### config.mk
export PLATFORM = sky130hd
export DESIGN_NAME = sram_uart_rx
export DESIGN_NICKNAME = d
export VERILOG_FILES = /design/src/rtl/sram_uart_rx.sv
export SDC_FILE = /design/constraint.sdc
export NUM_CORES = 1
export LEC_CHECK = 0
export CAP_MARGIN = 20
export CORE_MARGIN = 2
export CORE_UTILIZATION = 49
export DETAILED_ROUTE_END_ITERATION = 8
export GPL_ROUTABILITY_DRIVEN = 0
export GPL_TIMING_DRIVEN = 1
export MAX_ROUTING_LAYER = met4
export PLACE_DENSITY = 0.8
export SYNTH_ARGS = -nofsm -noshare
export SYNTH_HDL_FRONTEND = slang
export SYNTH_SLANG_ARGS = --single-unit
### constraint.sdc
create_clock -name clka -period 3.6 [get_ports clka]
set_input_delay 0.72 -clock clka [delete_from_list [all_inputs] [get_ports clka]]
set_output_delay 0.72 -clock clka [all_outputs]
set_load 0.05 [all_outputs]
### src/rtl/sram_uart_rx.sv
// sram_uart_rx -- memory-mapped 8N1 UART receiver slave on the SRAM-style data bus.
//
// Samples an asynchronous serial line and rebuilds bytes, LSB first. Completed
// bytes go into a receive FIFO. The load/store port reads them from there,
// together with a status doubleword.
//
// Ports:
//   clka   in   1            clock
//   rst    in   1            synchronous active-high reset
//   addra  in   LEN_ADDR     bus address; only addra[3] is decoded (0 = DATA, 1 = STATUS)
//   dina   in   LEN_DATA     write data (STATUS W1C bits [2] overrun, [3] frame_err)
//   douta  out  LEN_DATA     registered read data, held until the next read
//   ena    in   1            access strobe
//   wea    in   LEN_DATA/8   byte write enables; all zero means read
//   rxd    in   1            asynchronous serial input, idles high
//
// Read DATA  : non-empty -> {.., 1'b1, head byte} and pop; empty -> 0.
// Read STATUS: [0] non-empty, [1] full, [2] overrun, [3] frame_err, [15:8] count.
//
// Receive FSM state is held in `state` (type rx_state_t) so that it can be observed
// hierarchically.
module sram_uart_rx #(
    parameter int LEN_ADDR     = 64,
    parameter int LEN_DATA     = 64,
    parameter int CLKS_PER_BIT = 868,
    parameter int FIFO_DEPTH   = 16
) (
    input  logic                  clka,
    input  logic                  rst,
    input  logic [LEN_ADDR-1:0]   addra,
    input  logic [LEN_DATA-1:0]   dina,
    output logic [LEN_DATA-1:0]   douta,
    input  logic                  ena,
    input  logic [LEN_DATA/8-1:0] wea,
    input  logic                  rxd
);

    localparam int CW = $clog2(CLKS_PER_BIT);
    localparam int AW = (FIFO_DEPTH > 1) ? $clog2(FIFO_DEPTH) : 1;
    localparam int NW = AW + 1;

    localparam logic [CW-1:0] HALF_LAST = CW'(CLKS_PER_BIT / 2 - 1);
    localparam logic [CW-1:0] FULL_LAST = CW'(CLKS_PER_BIT - 1);
    localparam logic [NW-1:0] DEPTH_N   = NW'(FIFO_DEPTH);

    typedef enum logic [2:0] {
        S_IDLE  = 3'd0,
        S_START = 3'd1,
        S_DATA  = 3'd2,
        S_STOP  = 3'd3,
        S_BREAK = 3'd4
    } rx_state_t;

    // ------------------------------------------------------------------
    // Input synchroniser. The flops reset to the idle level, so that the
    // release of reset cannot look like a start bit.
    // ------------------------------------------------------------------
    logic [1:0] sync;
    logic       rxd_s;

    always_ff @(posedge clka) begin
        if (rst) begin
            sync <= 2'b11;
        end else begin
            sync <= {sync[0], rxd};
        end
    end

    assign rxd_s = sync[1];

    // ------------------------------------------------------------------
    // Receive FSM
    // ------------------------------------------------------------------
    rx_state_t     state, state_n;
    logic [CW-1:0] cnt, cnt_n;
    logic [2:0]    bit_idx, bit_n;
    logic [7:0]    shift, shift_n;
    logic          push;
    logic          frame_set;

    always_ff @(posedge clka) begin
        if (rst) begin
            state   <= S_IDLE;
            cnt     <= '0;
            bit_idx <= '0;
            shift   <= '0;
        end else begin
            state   <= state_n;
            cnt     <= cnt_n;
            bit_idx <= bit_n;
            shift   <= shift_n;
        end
    end

    always_comb begin
        state_n   = state;
        cnt_n     = cnt + 1'b1;
        bit_n     = bit_idx;
        shift_n   = shift;
        push      = 1'b0;
        frame_set = 1'b0;
        case (state)
            S_IDLE: begin
                cnt_n = '0;
                if (!rxd_s) state_n = S_START;
            end
            S_START: begin
                // Re-check the line in the middle of the start bit. This rejects
                // short glitches. It also places every later sample at mid-bit.
                if (cnt == HALF_LAST) begin
                    cnt_n   = '0;
                    bit_n   = '0;
                    state_n = rxd_s ? S_IDLE : S_DATA;
                end
            end
            S_DATA: begin
                if (cnt == FULL_LAST) begin
                    cnt_n   = '0;
                    shift_n = {rxd_s, shift[7:1]};
                    if (bit_idx == 3'd7) begin
                        state_n = S_STOP;
                    end else begin
                        bit_n = bit_idx + 1'b1;
                    end
                end
            end
            S_STOP: begin
                if (cnt == FULL_LAST) begin
                    cnt_n = '0;
                    if (rxd_s) begin
                        push    = 1'b1;
                        state_n = S_IDLE;
                    end else begin
                        frame_set = 1'b1;
                        state_n   = S_BREAK;
                    end
                end
            end
            S_BREAK: begin
                // A low line here is a break or a framing fault. It is not a new start bit.
                cnt_n = '0;
                if (rxd_s) state_n = S_IDLE;
            end
            default: begin
                state_n = S_IDLE;
                cnt_n   = '0;
            end
        endcase
    end

    // ------------------------------------------------------------------
    // Bus decode
    // ------------------------------------------------------------------
    logic rd, rd_data, pop, clr_overrun, clr_frame;
    logic [AW-1:0] wr_ptr, rd_ptr;
    logic [NW-1:0] count;
    logic          empty, full, do_push;
    logic          overrun, frame_err;
    logic [7:0]    mem [FIFO_DEPTH];

    assign empty       = (count == '0);
    assign full        = (count == DEPTH_N);
    assign rd          = ena && (wea == '0);
    assign rd_data     = rd && !addra[3];
    assign pop         = rd_data && !empty;
    assign clr_overrun = ena && addra[3] && wea[0] && dina[2];
    assign clr_frame   = ena && addra[3] && wea[0] && dina[3];

    // A full FIFO still accepts a byte when the same cycle pops one.
    assign do_push = push && (!full || pop);

    logic unused_bits;
    assign unused_bits = ^{addra[LEN_ADDR-1:4], addra[2:0], dina[LEN_DATA-1:4], dina[1:0]};

    always_ff @(posedge clka) begin
        if (do_push) mem[wr_ptr] <= shift;
    end

    // ------------------------------------------------------------------
    // Read data. For FIFO_DEPTH = 256 the count needs 9 bits. Only the low
    // 8 bits fit the count field. A count of 256 therefore shows as 0, and
    // the full flag shows that case.
    // ------------------------------------------------------------------
    logic [LEN_DATA-1:0] rd_word;

    always_comb begin
        rd_word = '0;
        if (addra[3]) begin
            rd_word[0]    = !empty;
            rd_word[1]    = full;
            rd_word[2]    = overrun;
            rd_word[3]    = frame_err;
            rd_word[15:8] = 8'(count);
        end else if (!empty) begin
            rd_word[8]   = 1'b1;
            rd_word[7:0] = mem[rd_ptr];
        end
    end

    always_ff @(posedge clka) begin
        if (rst) begin
            wr_ptr    <= '0;
            rd_ptr    <= '0;
            count     <= '0;
            overrun   <= 1'b0;
            frame_err <= 1'b0;
            douta     <= '0;
        end else begin
            if (do_push) wr_ptr <= wr_ptr + 1'b1;
            if (pop)     rd_ptr <= rd_ptr + 1'b1;
            case ({do_push, pop})
                2'b10:   count <= count + 1'b1;
                2'b01:   count <= count - 1'b1;
                default: count <= count;
            endcase
            // When a flag is set and cleared in the same cycle, the set wins.
            if (push && full && !pop) overrun <= 1'b1;
            else if (clr_overrun)     overrun <= 1'b0;
            if (frame_set)            frame_err <= 1'b1;
            else if (clr_frame)       frame_err <= 1'b0;
            if (rd) douta <= rd_word;
        end
    end

endmodule

==> flow_metrics.tcl <==
set metrics [dict create \
    status "finished, final reports clean" \
    synth_top_family_by_area "multiplexers" \
    tns_ns 0 \
    critPathKind "input pin to register" \
    startpoint_type "input pin" \
    fillCellCount 1203 \
    cp_max_fo 6 \
    cts_hold_buf 0 \
    n_antenna_cell 0 \
    combPwrFrac 0.040 \
    end_kind "register" \
    finalInstanceArea_sq_mm 0.00895 \
    p_int_mw 3.19 \
    grt_pass1_vias 4722 \
    cp_slowest_cell "clkdlybuf4s50_1" \
    yosys_register_bits 186 \
    fin_ws_ns 0.645 \
    viasPerCell 5.58 \
    htreeDepth 4 \
    synth_seq_area_share 0.628 \
    avgRoutedWirePerCell_microns 18.6 \
    highest_layer "met4" \
    synthToLayoutAreaGrowth_pct 12.3 \
    cts_buffers 17 \
    synth-adder-area-share 0.0213 \
    drt-initial-drc-count 342 \
    leakage_nw 3.07 \
    worstPathArrival_ns 3.28 \
    synthTopCellsByArea "edfxtp_1 (48%), dfxtp_1 (15%), mux4_2 (8.2%), buf_4 (4.8%), mux2i_1 (2.3%)" \
    place_ws_ns 0.272 \
    maxCapViolCount 0 \
    yosys_warnings 0 \
    syn_inst 574 \
    synth-simple-area-share 0.104 \
    synth_top_area_share 0.482 \
    synth-async-reset-ratio 0 \
    clock-sinks 186 \
    yosys.cell_types.count 59 \
    final_nets 774 \
    synth_compound_area_frac 0.0555 \
    routed_wl_microns 15900 \
    ctsRootBufferMaster "clkbuf_16" \
    grt_max_degree 47 \
    dpl_cell_area_sq_mm 0.00841 \
    first_pass_iters 5 \
    required_ns 3.93 \
    grt_use_total 0.197 \
    ant_nets 0 \
    yosysTopAreaCell "edfxtp_1" \
    core_sq_mm 0.0159 \
    synth_area_per_cell_sq_um 13.9 \
    route.met3.wl_microns 1150 \
    grt_pass1_wl_microns 25300 \
    port-buffer-count 27 \
    clkPwrFrac 0.415 \
    final.min_clock_period_ns 2.95 \
    slew_headroom 0.342 \
    clock.fmax_ghz 0.338 \
    dieArea_sq_mm 0.0173 \
    grt_overflow 0 \
    synth_edf_count 128 \
    met1_length_microns 6480 \
    setup_viol 0 \
    drive_gt1_frac 0.175 \
    p_sw_mw 0.958 \
    holdWs_ns 0.413 \
    slowest_delay_ns 0.39 \
    fin_cells 850 \
    hold_class "register to register" \
    clock_path_buffers 2 \
    worstPathCellList "clkdlybuf4s50_1 > nor4_1 > and4_1 > nand3_1 > inv_1 > buf_4 > fa_1 > a21o_1 > a21oi_1 > a2111oi_0 > a31oi_1 > mux2_2" \
    cts_tree "yes" \
    dpl.cell_count 818 \
    synthXorXnorAreaFrac 0.0143 \
    switching_share 0.231 \
    hold_viol_final 0 \
    initial_core_util 0.502 \
    synth_area_sq_mm 0.00798 \
    skew_ns 0.0112 \
    irDropWorstVdd_mv 0.385 \
    tightest_slew_ns 0.986 \
    vias 4741 \
    drv_slew 0 \
    die_x_microns 132 \
    post-route-drc-count 0 \
    io_pins 204 \
    antenna_found_initial 0 \
    powerDensity_mw_per_mm2 464 \
    synth.area.mux_share 0.110 \
    synthFlopType "edfxtp_1" \
    clkTransAtPathRegs_ns 0.07 \
    rows 46 \
    cts.repair.resized 0 \
    wl_met2_microns 7860 \
    sequentialPowerShare 0.545 \
    post_cts_buffers 0 \
    insertion_delay_ns 0.44 \
    dp_hpwl_microns 10500 \
    rsz0062_at_grt "false" \
    die_h_microns 132 \
    fin_crit_sh 0.821 \
]
-- cells by family after synthesis --
group / Yosys count
multiplexers: 51
AND/OR/NAND/NOR: 156
other: 1
buffers and inverters: 85
AO/OA/AOI/OAI: 69
flip-flops: 186
adder cells (fa/ha/maj): 13
XOR/XNOR: 13
-- worst paths after layout --
kind / cells after the start / from / endpoint / slack [ns]
max: 12 / wea[5] / count[4] / 0.65
min reg2reg: 1 / sync[0] / sync[1] / 0.41
max reg2reg: 11 / cnt[0] / count[4] / 0.68
min: 1 / sync[0] / sync[1] / 0.41
-- through the flow --
step	utilization	total power, mW
6_report	0.564	4.15
3_5_place_dp	0.530	2.47
3_3_place_gp	0.530	2.47
5_1_grt	0.564	4.25
4_1_cts	0.564	4.17
2_1_floorplan	-	2.49
-- state kept, by name, indices dropped and copies added (netlist names), named ones only --
| name | count |
|---|---|
| bit_idx | 3 |
| cnt | 10 |
| count | 5 |
| douta | 13 |
| frame_err | 1 |
| mem | 128 |
| overrun | 1 |
| rd_ptr | 4 |
| shift | 8 |
| state | 3 |
| sync | 2 |
| wr_ptr | 4 |
-- critical path: cells and delay by family --
| kind | cells | cell delay, ns |
|---|---|---|
| AO/OA/AOI/OAI | 4 | 0.70 |
| buffers and inverters | 3 | 0.62 |
| multiplexers | 1 | 0.29 |
| adder cells (fa/ha/maj) | 1 | 0.22 |
| AND/OR/NAND/NOR | 3 | 0.72 |
-- cells in the final DEF, fill, tap and decap left out, drive strengths merged, types with 3 or more instances in the layout --
master	Yosys	routed
xor2	9	9
dfxtp	58	58
clkbuf	12	21
xnor2	4	4
conb	1	51
nand2	23	23
or4	4	4
a22oi	16	16
nor3	9	9
ha	12	12
edfxtp	128	128
nand4	4	4
mux2i	18	18
mux2	4	4
nor2	52	52
o21ai	6	6
nand3	31	31
a21o	4	4
buf	66	29
nor2b	3	3
a31oi	4	4
and3	3	3
a21oi	28	28
mux4	29	29
nand2b	6	6
clkinvlp	0	5
inv	7	11
nor4	3	3
clkdlybuf4s50	0	27
-- synthesized netlist by cell type (5+ instances only) --
| library cell | instances |
|---|---|
| a21oi_1 | 27 |
| a22oi_1 | 16 |
| buf_1 | 5 |
| buf_2 | 8 |
| buf_4 | 51 |
| clkbuf_1 | 12 |
| dfxtp_1 | 58 |
| edfxtp_1 | 128 |
| ha_1 | 12 |
| inv_1 | 7 |
| mux2i_1 | 18 |
| mux4_2 | 29 |
| nand2_1 | 23 |
| nand2b_1 | 6 |
| nand3_1 | 31 |
| nor2_1 | 42 |
| nor2_2 | 9 |
| nor3_1 | 9 |
| o21ai_0 | 6 |
| xor2_1 | 9 |
-- metal layers --
metal | track usage | vias up
met5 | - | -
met4 | 0.0882 | 0
met3 | 0.0583 | 39
met2 | 0.318 | 199
met1 | 0.229 | 2360
li1 | - | 2143
-- layout make-up --
cell class                 instances  area [sq um]  area share
sequential                       186          5010       0.559
multi-input combinational        353          2620       0.293
timing repair buffer              56           488      0.0545
clock buffer                      21           450      0.0503
tap                              216           270      0.0302
clock inverter                    11          88.8     0.00992
inverter                           7          26.3     0.00294
-- power by group through the flow --
stage	combinational [mW]	sequential, mW	clock [mW]
after floorplan	0.186	2.31	0
after global placement	0.162	2.31	0
after detailed placement	0.164	2.31	0
after CTS	0.164	2.26	1.74
after global routing	0.172	2.26	1.82
final	0.166	2.26	1.72
(Power assumes the default switching activity.)
